===== config.mk =====
export PLATFORM = sky130hd
export DESIGN_NAME = watermark_embedder_core
export DESIGN_NICKNAME = d
export VERILOG_FILES = /design/src/rtl/watermark_embedder_core.sv
export SDC_FILE = /design/constraint.sdc
export NUM_CORES = 1
export LEC_CHECK = 0
export ABC_CLOCK_PERIOD_IN_PS = 4450
export CORE_AREA = 2 2 49 97
export DETAILED_ROUTE_END_ITERATION = 6
export DIE_AREA = 0 0 51 99
export DONT_BUFFER_PORTS = 1
export GPL_ROUTABILITY_DRIVEN = 0
export HOLD_SLACK_MARGIN = 0.05
export PLACE_DENSITY = 0.67
export SLEW_MARGIN = 15
export SYNTH_ARGS = -nofsm -noshare
export SYNTH_HDL_FRONTEND = slang
export SYNTH_SLANG_ARGS = --single-unit

===== constraint.sdc =====
create_clock -name clk -period 4.45 [get_ports clk]
set_input_delay 0.445 -clock clk [delete_from_list [all_inputs] [get_ports clk]]
set_output_delay 0.445 -clock clk [all_outputs]
set_load 0.02 [all_outputs]

===== src/rtl/watermark_embedder_core.sv =====
// Embeds a gain-scaled 8-bit watermark into a rectangular window of a raster coefficient stream.
// Define WM_EMBED_SAT_EN to clamp overflowing sums; by default they wrap to COEF_W bits.
module watermark_embedder_core #(
   parameter int HOST_WIDTH  = 256,
   parameter int HOST_HEIGHT = 256,
   parameter int WM_WIDTH    = 128,
   parameter int WM_HEIGHT   = 128,
   parameter int ROW_OFF     = 64,
   parameter int COL_OFF     = 64,
   parameter int COEF_W      = 13,
   parameter int GAIN_NUM    = 3,
   parameter int GAIN_SHIFT  = 8
) (
   input  logic                     clk,
   input  logic                     rst_n,
   input  logic                     start,
   output logic                     busy,
   output logic                     done,
   input  logic signed [COEF_W-1:0] c_data,
   input  logic                     c_valid,
   output logic                     c_ready,
   input  logic        [7:0]        w_data,
   input  logic                     w_valid,
   output logic                     w_ready,
   output logic signed [COEF_W-1:0] o_data,
   output logic                     o_valid,
   input  logic                     o_ready
);

   // state | meaning
   // IDLE  | waiting for start, both inputs held off
   // RUN   | accepting the frame in raster order
   // DRAIN | last coefficient accepted, waiting for the output register to empty
   typedef enum logic [1:0] {
      IDLE  = 2'd0,
      RUN   = 2'd1,
      DRAIN = 2'd2
   } state_t;

   localparam int ROW_W = $clog2(HOST_HEIGHT + 1);
   localparam int COL_W = $clog2(HOST_WIDTH + 1);
   localparam int RND   = 1 << (GAIN_SHIFT - 1);

   localparam logic [ROW_W-1:0] ROW_LAST  = ROW_W'(HOST_HEIGHT - 1);
   localparam logic [COL_W-1:0] COL_LAST  = COL_W'(HOST_WIDTH - 1);
   localparam logic [ROW_W-1:0] ROW_FIRST = ROW_W'(ROW_OFF);
   localparam logic [ROW_W-1:0] ROW_END   = ROW_W'(ROW_OFF + WM_HEIGHT);
   localparam logic [COL_W-1:0] COL_FIRST = COL_W'(COL_OFF);
   localparam logic [COL_W-1:0] COL_END   = COL_W'(COL_OFF + WM_WIDTH);

   localparam logic [COEF_W-1:0] COEF_MAX = {1'b0, {(COEF_W-1){1'b1}}};
   localparam logic [COEF_W-1:0] COEF_MIN = {1'b1, {(COEF_W-1){1'b0}}};

`ifdef WM_EMBED_SAT_EN
   localparam bit SAT_EN = 1'b1;
`else
   localparam bit SAT_EN = 1'b0;
`endif

   generate
      if ((ROW_OFF + WM_HEIGHT > HOST_HEIGHT) || (COL_OFF + WM_WIDTH > HOST_WIDTH)) begin : g_window_check
         $error("watermark window does not fit inside the host frame");
      end
   endgenerate

   state_t                    r_state;
   state_t                    w_state_nxt;
   logic [ROW_W-1:0]          r_row;
   logic [COL_W-1:0]          r_col;
   logic                      r_o_valid;
   logic signed [COEF_W-1:0]  r_o_data;

   logic                      w_in_win;
   logic                      w_last;
   logic                      w_free;
   logic                      w_c_xfer;
   logic [COEF_W:0]           w_wm_add;
   logic signed [COEF_W:0]    w_sum;
   logic                      w_ovf;
   logic signed [COEF_W-1:0]  w_result;

   assign w_in_win = (r_row >= ROW_FIRST) && (r_row < ROW_END) &&
                     (r_col >= COL_FIRST) && (r_col < COL_END);
   assign w_last   = (r_row == ROW_LAST) && (r_col == COL_LAST);
   assign w_free   = !r_o_valid || o_ready;
   assign w_c_xfer = c_valid && c_ready;

   // Rounded gain term; the sum keeps one guard bit so overflow is visible.
   assign w_wm_add = (COEF_W+1)'((32'(w_data) * 32'(GAIN_NUM) + 32'(RND)) >> GAIN_SHIFT);
   assign w_sum    = {c_data[COEF_W-1], c_data} + (w_in_win ? w_wm_add : '0);
   assign w_ovf    = w_sum[COEF_W] ^ w_sum[COEF_W-1];
   assign w_result = (SAT_EN && w_ovf) ? (w_sum[COEF_W] ? COEF_MIN : COEF_MAX)
                                       : w_sum[COEF_W-1:0];

   always_ff @(posedge clk or negedge rst_n) begin
      if (!rst_n) begin
         r_state <= IDLE;
      end else begin
         r_state <= w_state_nxt;
      end
   end

   always_comb begin
      w_state_nxt = r_state;
      c_ready     = 1'b0;
      w_ready     = 1'b0;
      done        = 1'b0;
      busy        = (r_state != IDLE);
      case (r_state)
         IDLE: begin
            if (start) begin
               w_state_nxt = RUN;
            end
         end
         RUN: begin
            c_ready = w_free && (!w_in_win || w_valid);
            w_ready = w_free && w_in_win && c_valid;
            if (c_valid && w_free && (!w_in_win || w_valid) && w_last) begin
               w_state_nxt = DRAIN;
            end
         end
         DRAIN: begin
            if (!r_o_valid) begin
               w_state_nxt = IDLE;
               done        = 1'b1;
            end
         end
         default: begin
            w_state_nxt = IDLE;
         end
      endcase
   end

   always_ff @(posedge clk or negedge rst_n) begin
      if (!rst_n) begin
         r_row <= '0;
         r_col <= '0;
      end else if ((r_state == IDLE) && start) begin
         r_row <= '0;
         r_col <= '0;
      end else if (w_c_xfer) begin
         if (r_col == COL_LAST) begin
            r_col <= '0;
            r_row <= (r_row == ROW_LAST) ? '0 : r_row + ROW_W'(1);
         end else begin
            r_col <= r_col + COL_W'(1);
         end
      end
   end

   always_ff @(posedge clk or negedge rst_n) begin
      if (!rst_n) begin
         r_o_valid <= 1'b0;
         r_o_data  <= '0;
      end else if (w_c_xfer) begin
         r_o_valid <= 1'b1;
         r_o_data  <= w_result;
      end else if (o_ready) begin
         r_o_valid <= 1'b0;
      end
   end

   assign o_valid = r_o_valid;
   assign o_data  = r_o_data;

endmodule


After elaboration in Yosys (flattened, before gate mapping). Cells that the tools add are included.

Multiplexer cells: 18. Equality and inequality tests: 7. Reduce and logical (&&, ||, !) cells: 23. Multipliers: 1. Add/subtract/negate cells: 4. $lt $le $gt $ge: 4.

Operators with widths (number): $mux 9 (7); $add 9x1->9 const B (2); $eq 9x8->1 const B (2); $ge 9x7->1 const B (2); $lt 9x8->1 const B (2); $add 13x4->13 (1); $logic_and 1x1->1 (12); $add 10x8->11 const B (1); $mul 8x2->10 const B (1); $reduce_bool 2->1 (4); $mux 1 (6); $mux 2 (3); $ne 2x2->1 const B (3); $pmux 2 s3 (1); $mux 3 (1); $reduce_and 3->1 (1); $eq 2x1->1 const B (1); $eq 2x2->1 const B (1); $logic_not 1->1 (2); $logic_not 2->1 (1); $logic_or 1x1->1 (2); $reduce_and 2->1 (1).

Input port bits: 27. Logic and storage cells: 62. Register bits after elaboration: 34. Output and inout bits: 18.

Longest topological paths before layout.
Depth after elaboration: 11. Gate-level depth with buffers: 15. Mapped depth without buffers: 15.

Worst setup path before layout. No wires, ideal clock.

Kind: input port to flip-flop. Start point: input port w_data[3]. End point: register r_o_data[12], in the netlist o_data[12]. Data required time: 4.325 ns. Slack: 0.995 ns. Arrival: 3.330 ns. Stages: 13. Path through: ha_1 > ha_1 > o21ai_0 > a221oi_1 > a211oi_1 > mux2i_1 > ha_1 > inv_1 > fa_1 > nand3b_1 > nor4_1 > xor2_1 > mux2_4.

Cells in the longest elaborated chain, start to end: 4.

RTL lines: start, declared (line 22) `input logic [7:0] w_data,`; $mul 8x2->10 (line 89) `assign w_wm_add = (COEF_W+1)'((32'(w_data) * 32'(GAIN_NUM) + 32'(RND)) >> GAIN_SHIFT);`; $add 10x8->11 (line 89); $mux 3 (line 90) `assign w_sum = {c_data[COEF_W-1], c_data} + (w_in_win ? w_wm_add : '0);`; $add 13x4->13 (line 90); end signal, assigned (line 157) `r_o_data <= w_result;`; end, declared (line 71) `logic signed [COEF_W-1:0] r_o_data;`.

No other way between the ends. A chain may end at the register's enable or synchronous reset.

Worst setup path after layout. Same ends and word-level chain as after synthesis.

==> impl_metrics.tcl <==
set metrics [dict create \
    dieWidth_um 51 \
    route.detailed.vias_per_inst 6.14 \
    floorplan.initialDensity_pct 53.7 \
    seq_power_share_pct 53.1 \
    overflow 0 \
    final_period_minus_worst_setup_slack_ns 3.45 \
    worstSetupEndpointType "flip-flop" \
    seqCellArea_um2 851 \
    cts.root.buffer_cell "sky130_fd_sc_hd__clkbuf_8" \
    synth_largest_type_area_fraction_pct 36.9 \
    combinationalPowerShare_pct 18.6 \
    timing.hold.ws_ns 0.336 \
    post-place-ws_ns 0.691 \
    numClockSinks 34 \
    synth_enable_flop_cells 0 \
    fp.dieH_um 99 \
    worst_path_largest_cell_delay_ns 0.41 \
    synth_area_per_cell_um2 10.1 \
    postCtsSetupBuffers 0 \
    crit_fanout 5 \
    p_sw_mw 0.258 \
    cap_violations 0 \
    wl_per_cell_um 16.3 \
    cp_cell_sequence "ha_1 > ha_1 > o21ai_0 > a221oi_1 > a211oi_1 > mux2i_1 > ha_1 > inv_1 > fa_1 > nand3b_1 > nor4_1 > xor2_1 > mux2_4" \
    synth.top_cells.by_area "sky130_fd_sc_hd__dfrtp_1 37%, sky130_fd_sc_hd__ha_1 9.8%, sky130_fd_sc_hd__mux2_4 5.2%" \
    drcViolationCount 0 \
    ys.warnings.count 0 \
    final_setup_margin_ns 0.995 \
    slowest_stage "sky130_fd_sc_hd__a211oi_1" \
    core_region_area_um2 4300 \
    num_rows 34 \
    achievable-frequency_mhz 289 \
    synth_top_cells_by_count "34 x sky130_fd_sc_hd__dfrtp_1, 18 x sky130_fd_sc_hd__ha_1, 18 x sky130_fd_sc_hd__nand2_1, 12 x sky130_fd_sc_hd__inv_1" \
    boundaryPins 45 \
    clock_insertion_delay_worst_skew_ns 0.28 \
    hold_path_class "in -> reg" \
    wirelength_um 4620 \
    max-clock-path-buffers 2 \
    clkTransAtPathRegs_ns 0.07 \
    critical_path_arrival_ns 3.62 \
    tritoncts "done" \
    htree_levels 2 \
    critPathMostFrequentCell "sky130_fd_sc_hd__ha_1" \
    number_of_i_o_port_buffers 0 \
    p_total_mw 0.811 \
    vias_in_the_first_global_route 1889 \
    fin_worst_skew_ns 0.00406 \
    antennaDiodeCount 0 \
    rsz_0062_raised_after_global_routing "no" \
    sw_frac_of_total_pct 31.8 \
    place.detailed.hpwl_um 3540 \
    post-synth-top-area-cell "sky130_fd_sc_hd__dfrtp_1" \
    fin_nets 274 \
    final.period_utilization_pct 77.6 \
    dp.cells 273 \
    setup_viol 0 \
    synthToLayoutAreaGrowth_pct 5.69 \
    part_of_the_yosys_area_used_for_sequential_elements_pct 36.9 \
    leakage_nw 1.06 \
    initialDrtViolationCount 31 \
    post-synth-top-count-cell "sky130_fd_sc_hd__dfrtp_1" \
    totalNegativeSetupSlack_ns 0 \
    worst-setup-path-type "in -> reg" \
    instances_no_fill 283 \
    filler_instances 403 \
    drt.antenna.violating_nets 0 \
    post_synth_instance_area_um2 2310 \
    dr_total_vias 1739 \
    synth_ff_type "sky130_fd_sc_hd__dfrtp_1" \
    synthDistinctLibCells 49 \
    netlist_instances 229 \
    multi_input_comb_area_um2 1360 \
    final_layout_size_suffix_gt1_share_pct 10.9 \
    initial_antenna_violation_count 0 \
    max_slew_margin_pct 54.9 \
    status "complete, no violations" \
    vdd_drop_max_mv 0.238 \
    worstMarginPinSlew_ns 0.675 \
    dr.pass1.iters 4 \
    grt_start_max_net_pins 35 \
    worst-endpoint-required_ns 4.62 \
    p_int_mw 0.553 \
    power_per_cell_area_nw_per_um2 333 \
    synth_async_sr_flop_share_pct 100 \
    startpoint_type "primary input" \
    clock_power_share_pct 28.4 \
    die-area_um2 5050 \
    slew_viol_final 0 \
    wire_length_of_the_first_global_routing_pass_um 8270 \
    postSynthRegisterBits 34 \
    grt_usage_pct 21.3 \
    synth.net_count 275 \
    final_hold_viol_count 0 \
    cts_buffers 5 \
]
## critical path: cells and delay by family
kind                     cells  cell delay [ns]
XOR/XNOR                     1             0.11
AO/OA/AOI/OAI                3             0.68
multiplexers                 2             0.50
adder cells (fa/ha/maj)      4             1.15
buffers and inverters        1             0.06
AND/OR/NAND/NOR              2             0.67
## through the flow
| step | area, µm² | utilization (%) |
|---|---|---|
| floorplan | 2310 | - |
| global placement | 2320 | 54.0 |
| detailed placement | 2320 | 54.0 |
| CTS | 2440 | 56.8 |
| global route | 2440 | 56.8 |
| finish | 2440 | 56.8 |
## power groups by stage
| stage | clock, mW | combinational (mW) | sequential, mW |
|---|---|---|---|
| 6_report | 0.230 | 0.151 | 0.431 |
| 3_3_place_gp | 0 | 0.140 | 0.436 |
| 3_5_place_dp | 0 | 0.145 | 0.436 |
| 5_1_grt | 0.253 | 0.175 | 0.437 |
| 2_1_floorplan | 0 | 0.127 | 0.424 |
| 4_1_cts | 0.239 | 0.154 | 0.431 |
## registers in the layout, indices dropped and copies added, names as in the netlist
name / flops
o_valid: 1
r_col: 9
o_data: 13
r_state: 2
r_row: 9
## final timing paths
| check | slack (ns) | to | startpoint | cells after the start |
|---|---|---|---|---|
| hold reg to reg | 0.51 | r_col[4]$_DFFE_PN0P_ | r_col[4]$_DFFE_PN0P_ | 1 |
| min in group asynchronous | 0.60 | o_valid$_DFFE_PN0P_ | rst_n | 2 |
| hold / removal | 0.34 | r_state[0]$_DFFE_PN0P_ | c_valid | 3 |
| setup / recovery | 1.0 | o_data[12]$_DFFE_PN0P_ | w_data[3] | 13 |
| max in group asynchronous | 3.66 | o_data[1]$_DFFE_PN0P_ | rst_n | 2 |
| setup reg to reg | 1.19 | o_data[12]$_DFFE_PN0P_ | r_col[6]$_DFFE_PN0P_ | 11 |
## cells by family (layout without fill, tap and decap cells)
kind of cell	Yosys count	after routing	synth area share, %
AOI/OAI and AO/OA	34	34	10.4
muxes	20	20	10.6
adders and majority gates	19	19	10.6
buffers and inverters	22	22	4.44
and+or+nand+nor	87	87	22.1
DFF	34	34	36.9
xor gates and xnor gates	13	13	4.93
## cell type report
class,instances,share of cell area [%]
clock buffers,7,3.54
clock inverters,1,0.205
inverters,12,1.85
multi-input cells,173,55.5
flip-flops and latches,34,34.9
well taps,54,2.77
repair buffers,2,1.23
## cell usage in the layout, fill, tap and decap left out, types with 4 or more instances in the layout
cell type,n
sky130_fd_sc_hd__dfrtp_1,34
sky130_fd_sc_hd__nand2_1,18
sky130_fd_sc_hd__ha_1,18
sky130_fd_sc_hd__inv_1,12
sky130_fd_sc_hd__nor2_1,10
sky130_fd_sc_hd__nand3_1,10
sky130_fd_sc_hd__nand4_1,10
sky130_fd_sc_hd__xor2_1,9
sky130_fd_sc_hd__nor3_1,8
sky130_fd_sc_hd__mux2i_1,8
sky130_fd_sc_hd__mux2_4,8
sky130_fd_sc_hd__o21ai_0,6
sky130_fd_sc_hd__a21oi_1,6
sky130_fd_sc_hd__clkbuf_8,6
sky130_fd_sc_hd__o31ai_1,5
sky130_fd_sc_hd__nand2b_1,4
sky130_fd_sc_hd__xnor2_1,4
sky130_fd_sc_hd__mux2_2,4
sky130_fd_sc_hd__o211ai_1,4
## metal layers
layer	track usage (%)	vias to the layer above	part of all wire, %
li1	-	835	-
met1	21.4	842	36
met2	39.5	47	56
met3	4.70	15	4.5
met4	10.2	0	3.3
met5	0	-	0
## repair_timing
action | 4_1_cts | 5_1_grt
endpoints found under the hold margin | 34 | 0
endpoints found under the setup margin | 0 | 0
hold buffers | 2 | 0
resized for setup | 0 | 0
No activity file was read; power rests on OpenSTA's default activity.
